`src/rtl/inst_rom_arbiter.sv`:
```
// inst_rom_arbiter: shares the multi-cycle instruction ROM between instruction fetch (port 0) and debug (port 1)
module inst_rom_arbiter #(
   parameter int AW        = 10,
   parameter int DW        = 32,
   parameter int ROM_DELAY = 3,
   parameter int TIMEOUT   = 15,
   parameter int STARVE    = 4
) (
   input  logic          clk,
   input  logic          rst,
   input  logic          if_req,
   input  logic [AW-1:0] if_addr,
   output logic [DW-1:0] if_data,
   output logic          if_ack,
   input  logic          dbg_req,
   input  logic [AW-1:0] dbg_addr,
   output logic [DW-1:0] dbg_data,
   output logic          dbg_ack,
   output logic          rom_cs,
   output logic [AW-1:0] rom_a,
   input  logic [DW-1:0] rom_spo,
   input  logic          rom_ack,
   output logic          timeout_err
);
   typedef enum logic [1:0] {DRAIN, IDLE, ACCESS, RELEASE} state_t;
   localparam int DCW = $clog2(ROM_DELAY + 2);
   localparam int TCW = $clog2(TIMEOUT + 1);
   localparam int SCW = $clog2(STARVE + 2);
   state_t         state;
   logic           gnt;
   logic [DCW-1:0] drain_cnt;
   logic [TCW-1:0] tmo_cnt;
   logic [SCW-1:0] starve_cnt;
   logic [AW-1:0]  prev_a;
   logic           pick_dbg;
   logic           gnt_req;
   assign rom_a    = gnt ? dbg_addr : if_addr;
   assign gnt_req  = gnt ? dbg_req : if_req;
   assign pick_dbg = dbg_req && (!if_req || starve_cnt == SCW'(STARVE));
   // Arbitration FSM: drain after reset, grant, run the cs/ack handshake, release for one cycle
   always_ff @(posedge clk) begin
      if (rst) begin
         state       <= DRAIN;
         gnt         <= 1'b0;
         drain_cnt   <= '0;
         tmo_cnt     <= '0;
         starve_cnt  <= '0;
         prev_a      <= '0;
         rom_cs      <= 1'b0;
         if_ack      <= 1'b0;
         dbg_ack     <= 1'b0;
         if_data     <= '0;
         dbg_data    <= '0;
         timeout_err <= 1'b0;
      end else begin
         if_ack  <= 1'b0;
         dbg_ack <= 1'b0;
         if (!dbg_req) starve_cnt <= '0;
         case (state)
            DRAIN: begin
               drain_cnt <= drain_cnt + 1'b1;
               if (drain_cnt == DCW'(ROM_DELAY)) state <= IDLE;
            end
            IDLE, RELEASE: begin
               state <= IDLE;
               if (if_req || dbg_req) begin
                  state   <= ACCESS;
                  rom_cs  <= 1'b1;
                  gnt     <= pick_dbg;
                  tmo_cnt <= '0;
                  prev_a  <= pick_dbg ? dbg_addr : if_addr;
                  if (pick_dbg) starve_cnt <= '0;
                  else if (dbg_req && starve_cnt != SCW'(STARVE)) starve_cnt <= starve_cnt + 1'b1;
               end
            end
            ACCESS: begin
               prev_a <= rom_a;
               if (!gnt_req) begin
                  state  <= RELEASE;
                  rom_cs <= 1'b0;
               end else if (rom_ack) begin
                  state  <= RELEASE;
                  rom_cs <= 1'b0;
                  if (gnt) begin
                     dbg_data <= rom_spo;
                     dbg_ack  <= 1'b1;
                  end else begin
                     if_data <= rom_spo;
                     if_ack  <= 1'b1;
                  end
               end else if (rom_a != prev_a) begin
                  tmo_cnt <= '0;
               end else if (tmo_cnt == TCW'(TIMEOUT - 1)) begin
                  timeout_err <= 1'b1;
                  state       <= RELEASE;
                  rom_cs      <= 1'b0;
               end else begin
                  tmo_cnt <= tmo_cnt + 1'b1;
               end
            end
            default: state <= DRAIN;
         endcase
      end
   end
endmodule
```
`config.mk`:
```
export PLATFORM = sky130hd
export DESIGN_NAME = inst_rom_arbiter
export DESIGN_NICKNAME = d
export VERILOG_FILES = /design/src/rtl/inst_rom_arbiter.sv
export SDC_FILE = /design/constraint.sdc
export NUM_CORES = 1
export LEC_CHECK = 0
export BUFFER_PORTS_ARGS = -buffer_cell sky130_fd_sc_hd__buf_2
export CORE_MARGIN = 5
export CORE_UTILIZATION = 53
export DETAILED_ROUTE_END_ITERATION = 12
export PLACE_DENSITY = 0.95
export SLEW_MARGIN = 25
export SYNTH_ARGS = -nofsm -noshare
export SYNTH_HDL_FRONTEND = slang
export SYNTH_SLANG_ARGS = --single-unit
```
`constraint.sdc`:
```
create_clock -name clk -period 4.9 [get_ports clk]
set_input_delay 0.49 -clock clk [delete_from_list [all_inputs] [get_ports clk]]
set_output_delay 0.49 -clock clk [all_outputs]
set_load 0.1 [all_outputs]
```
== After elaboration in Yosys (flattened, before gate mapping) ==
Index checks and enable logic that the tools add are counted.

* Word-level logic and storage cells: 83
* Input bits: 57
* Register bits after elaboration: 91

* Mux-type cells: 31
* Reduce and logical (&&, ||, !) cells: 17
* $add $sub $neg: 3
* Bitwise logic cells: 5
* Equal/unequal tests: 15

{| class="wikitable"
|+ Operators with widths
! operator !! number
|-
| 10-bit 2-to-1 mux || 3
|-
| 4-bit 2-to-1 mux || 5
|-
| 10-bit one-hot mux with 2 select lines || 1
|-
| 3-bit 2-to-1 mux || 5
|-
| 2-bit 2-to-1 mux || 6
|-
| 4-bit AND reduction || 3
|-
| 10-bit inequality test || 1
|-
| 5-bit AND reduction || 2
|-
| 1-bit 2-to-1 mux || 8
|-
| 2-bit inequality test, second input constant || 4
|-
| 4-bit inequality test, second input constant || 2
|-
| 4-bit one-hot mux with 2 select lines || 1
|-
| 3-bit by 1-bit adder with 3-bit output, second input constant || 2
|-
| 3-bit inequality test, second input constant || 2
|-
| 2-bit one-hot mux with 3 select lines || 1
|-
| 1-bit NOT || 5
|-
| 4-bit by 1-bit adder with 4-bit output, second input constant || 1
|-
| 2-bit == test, second input constant || 2
|-
| 4-bit == test, second input constant || 1
|-
| 2-bit AND reduction || 2
|-
| 4-bit OR reduction || 1
|-
| 3-bit by 2-bit == test with 1-bit output, second input constant || 1
|-
| 3-bit == test, second input constant || 1
|-
| 3-bit AND reduction || 1
|-
| other kinds (8) || 10
|}

== Depth between registers and ports, before layout ==
* Depth in word-level cells: 6
* Depth in mapped cells: 9
* Gate-level depth less buffers: 8

== Least setup slack after synthesis ==
No wires, ideal clock.

* Kind: register -> register
* From: register starve_cnt[0]
* To: register prev_a[0]
* Cell stages (with the launch flop): 10
* Clock period less this slack: 1.938 ns
* Library setup time: 0.128 ns
* Slack: 2.962 ns
* Arrival: 1.810 ns
* Buffers on the path: 1
* Required time: 4.772 ns
* Path through: dfxtp_1 > inv_1 > ha_1 > nand2_1 > nand2_1 > nand2_1 > clkbuf_1 > mux2_1 > a221oi_1 > nor2_1

* Word-level cells in the longest chain between the ends: 6

{| class="wikitable"
|+ Ends and longest elaborated chain
! item !! RTL line !! text
|-
| from (decl) || 33 || <nowiki>logic [SCW-1:0] starve_cnt;</nowiki>
|-
| from (signal assigned) || 73 || <nowiki>else if (dbg_req && starve_cnt != SCW'(STARVE)) starve_cnt <= starve_cnt + 1'b1;</nowiki>
|-
| 3-bit == test || 39 || <nowiki>assign pick_dbg = dbg_req && (!if_req || starve_cnt == SCW'(STARVE));</nowiki>
|-
| 1-bit logical OR || 39 ||
|-
| 1-bit logical AND || 39 ||
|-
| 10-bit 2-to-1 mux || 71 || <nowiki>prev_a <= pick_dbg ? dbg_addr : if_addr;</nowiki>
|-
| 10-bit 2-to-1 mux || 66 || <nowiki>if (if_req || dbg_req) begin</nowiki>
|-
| 10-bit one-hot mux with 2 select lines || 59 || <nowiki>case (state)</nowiki>
|-
| to (signal assigned) || 71 ||
|-
| to (signal assigned) || 77 || <nowiki>prev_a <= rom_a;</nowiki>
|-
| to (decl) || 34 || <nowiki>logic [AW-1:0] prev_a;</nowiki>
|}

Every way passes these cells. The select of a mux whose other input is x is not followed.
A chain may end at the register's enable or synchronous reset.

== Worst setup path in the final report ==
* From: register gnt
* To: register tmo_cnt[2]

* Word-level cells in the longest chain between the ends: 6
* Elaborated cells on any way between the ends: 10

{| class="wikitable"
|+ Ends and longest elaborated chain
! item !! RTL line !! text
|-
| from (decl) || 30 || <nowiki>logic gnt;</nowiki>
|-
| from (signal assigned) || 69 || <nowiki>gnt <= pick_dbg;</nowiki>
|-
| 10-bit 2-to-1 mux || 37 || <nowiki>assign rom_a = gnt ? dbg_addr : if_addr;</nowiki>
|-
| 10-bit inequality test || 91 || <nowiki>end else if (rom_a != prev_a) begin</nowiki>
|-
| 4-bit 2-to-1 mux || 91 ||
|-
| 4-bit 2-to-1 mux || 81 || <nowiki>end else if (rom_ack) begin</nowiki>
|-
| 4-bit 2-to-1 mux || 78 || <nowiki>if (!gnt_req) begin</nowiki>
|-
| 4-bit one-hot mux with 2 select lines || 59 ||
|-
| to (signal assigned) || 98 || <nowiki>tmo_cnt <= tmo_cnt + 1'b1;</nowiki>
|-
| to (decl) || 32 || <nowiki>logic [TCW-1:0] tmo_cnt;</nowiki>
|}

Parallel ways exist; a longest one is shown, timed or not. The select of a mux whose other input is x is not followed.

==> flow_summary.yaml <==
synthesis:
  syn_inst: 472
  yosys_warnings: 0
  syn_nets: 535
  syn_area_um2: 3800
  synthDistinctLibCells: 37
  yosysSeqAreaShare_pct: 48.0
  yosys_register_bits: 91
  syn-mean-instance-area_um2: 8.05
place:
  dp.final_hpwl_um: 7440
  gp_congestion: 0.821
  dp.cells: 675
  portBuffers: 134
timing:
  fin_crit_sh_pct: 54.2
  drv_slew: 0
  fin_skew_ns: 0.0113
  hold_slack_ns: 0.380
  fmax_mhz: 376
  max_slew_margin_pct: 37.2
  rsz0062_at_grt: "false"
  setup_viol: 0
  worstMarginPinSlew_ns: 0.941
  tns_ns: 0
  fin_crit_ns: 2.66
  hold_violations: 0
detailed_routing:
  drt_iter0_drc: 181
  viasPerCell: 5.42
  firstDrtPassIters: 7
  wl_per_cell_um: 15.0
  route.detailed.drc: 0
  wl_um: 10300
  num_vias: 3747
  antenna_left: 0
layout:
  antenna_cells: 0
  drive_gt1_share_pct: 26.9
  nNetsFinal: 653
  final_common_cell: "nand2_1"
  fill_cells: 569
  final_util_pct: 68.6
  final_cell_mix: "137 x nand2_1, 133 x buf_2, 91 x dfxtp_1"
  multi_input_area_um2: 1790
  fin_cells: 691
  regArea_um2: 1820
  syn_to_final_growth_pct: 24.2
power_and_ir_drop:
  irDropWorstVdd_v: 0.000235
  power_density_nw_per_um2: 426
  p_leak_nw: 1.99
clock_network:
  cts.sinks: 91
  path_clk_slew_ns: 0.10
  holdBufCountCts: 0
  root_buffer: "clkbuf_8"
  cts_buffers: 9
  cts_tree: "done"
  cts_setup_buffers: 0
  clk-insertion-delay-late_ns: 0.35
  cts_resized: 0
  cts_max_path_buffers: 2
  htree_num_levels: 3
floorplanning:
  die-height_um: 94.6
  die_x_um: 94.6
  io_pins: 135
  die_area_um2: 8960
  std_cell_rows: 30
  start_util_pct: 55.3
  core-area_um2: 6870
run:
  drv_cap: 0
setup_path:
  arrival_ns: 2.92
  crit_type: "flop to flop"
  critPathLaunchType: "flop"
  critical_path.startpoint: "gnt$_SDFFE_PP0P_"
  worst-path-max-fanout: 15
  endpoint_kind: "flop"
  timing.rr.start: "gnt$_SDFFE_PP0P_"
  critPathRequiredTime_ns: 5.16
global_routing:
  grt_usage_pct: 23.1
  grt_start_max_net_pins: 60
  grt-ovfl-total: 0
  grt_pass1_wl_um: 16700
  antenna_found_initial: 0
  grt_pass1_vias: 3662
min_path:
  hp-start: "rom_spo[20]"
  min-delay-path-class: "primary input to flop"
run_status:
  status: "completed"
-- cell usage after synthesis --
| library cell | n | area, um^2 |
|---|---|---|
| a21oi_1 | 72 | 360 |
| mux2i_2 | 2 | 27.5 |
| a31o_1 | 1 | 8.76 |
| o21bai_1 | 1 | 7.51 |
| or4_1 | 1 | 7.51 |
| nor2_1 | 34 | 128 |
| buf_6 | 2 | 22.5 |
| o31ai_1 | 1 | 7.51 |
| and3_1 | 3 | 18.8 |
| or3_1 | 2 | 12.5 |
| nand4_1 | 3 | 18.8 |
| a211oi_1 | 5 | 37.5 |
| o21ai_1 | 2 | 10.0 |
| clkbuf_1 | 29 | 109 |
| nand2_1 | 137 | 514 |
| o21a_1 | 1 | 7.51 |
| a221oi_1 | 10 | 87.6 |
| mux2_2 | 2 | 22.5 |
| o211ai_1 | 1 | 7.51 |
| inv_1 | 15 | 56.3 |
| mux2_1 | 8 | 90.1 |
| and4_1 | 1 | 8.76 |
| nor2b_1 | 4 | 25.0 |
| a41oi_1 | 1 | 8.76 |
| a21o_1 | 2 | 15.0 |
| a211oi_2 | 1 | 12.5 |
| nor3_1 | 1 | 5.00 |
| dfxtp_1 | 91 | 1820 |
| mux2i_1 | 9 | 90.1 |
| ha_1 | 6 | 75.1 |
| o21ai_0 | 1 | 5.00 |
| a31oi_1 | 1 | 6.26 |
| nand2b_1 | 3 | 18.8 |
| nand3_1 | 5 | 25.0 |
| a41o_1 | 1 | 10.0 |
| nor4_1 | 2 | 12.5 |
| xnor2_1 | 11 | 96.3 |
-- worst max-delay path, cell delays in order (launching register included) --
cell and delay (ns):
dfxtp_1 0.83, mux2i_1 0.41, xnor2_1 0.12, nor4_1 0.48
nand4_1 0.25, a31o_1 0.25, a211oi_1 0.24
-- cells by family (layout without fill, tap and decap cells) --
| logic type | Yosys count | after routing | synth area share (%) |
|---|---|---|---|
| buffers and inverters | 46 | 169 | 4.94 |
| XOR/XNOR | 11 | 11 | 2.54 |
| flip-flops | 91 | 91 | 48.0 |
| adder cells (fa/ha/maj) | 6 | 6 | 1.98 |
| AND/OR/NAND/NOR | 196 | 196 | 20.9 |
| multiplexers | 21 | 21 | 6.06 |
| AO/OA/AOI/OAI | 101 | 101 | 15.6 |
-- sequential cells by signal (all words and copies together), names as in the netlist --
| signal | count |
|---|---|
| dbg_data | 32 |
| if_data | 32 |
| prev_a | 10 |
| tmo_cnt | 4 |
| drain_cnt | 3 |
| starve_cnt | 3 |
| state | 2 |
| dbg_ack | 1 |
| gnt | 1 |
| if_ack | 1 |
| rom_cs | 1 |
| timeout_err | 1 |
-- power breakdown --
part | switching [mW] | internal (mW)
Sequential | 0.0578 | 0.804
Combinational | 0.415 | 0.167
Clock | 0.271 | 0.291
-- metrics by stage --
step                      power, mW  area (um^2)  worst slack, ns
after floorplan                1.33         3800             2.96
after global placement         1.43         4490             2.49
after detailed placement       1.45         4490             2.30
after CTS                      2.01         4710             2.29
after global routing           2.11         4710             2.07
final                          2.01         4710             2.24
-- worst paths after layout --
check,to,slack [ns],cells past startpoint
setup reg to reg,tmo_cnt[2]$_SDFFE_PP0P_,2.24,6
setup / recovery,tmo_cnt[2]$_SDFFE_PP0P_,2.24,6
hold reg to reg,timeout_err$_SDFFE_PP0P_,0.45,2
hold / removal,dbg_data[20]$_SDFFE_PP0P_,0.38,3
-- per-layer routing --
layer	track usage, %	up-vias	wire length, um
li1	-	1797	-
met1	25.5	1781	3820
met2	41.0	138	5530
met3	6.53	31	688
met4	10.5	0	302
met5	0	-	0
-- cell type report --
cell class                      count  share of cell area, %
Clock buffer                        9                   2.63
Timing Repair Buffer              138                   14.9
Multi-Input combinational cell    335                   38.0
Clock inverter                      7                   2.12
Sequential cell                    91                   38.6
Inverter                           15                   1.19
Tap cell                           96                   2.55
(Power assumes the default switching activity.)
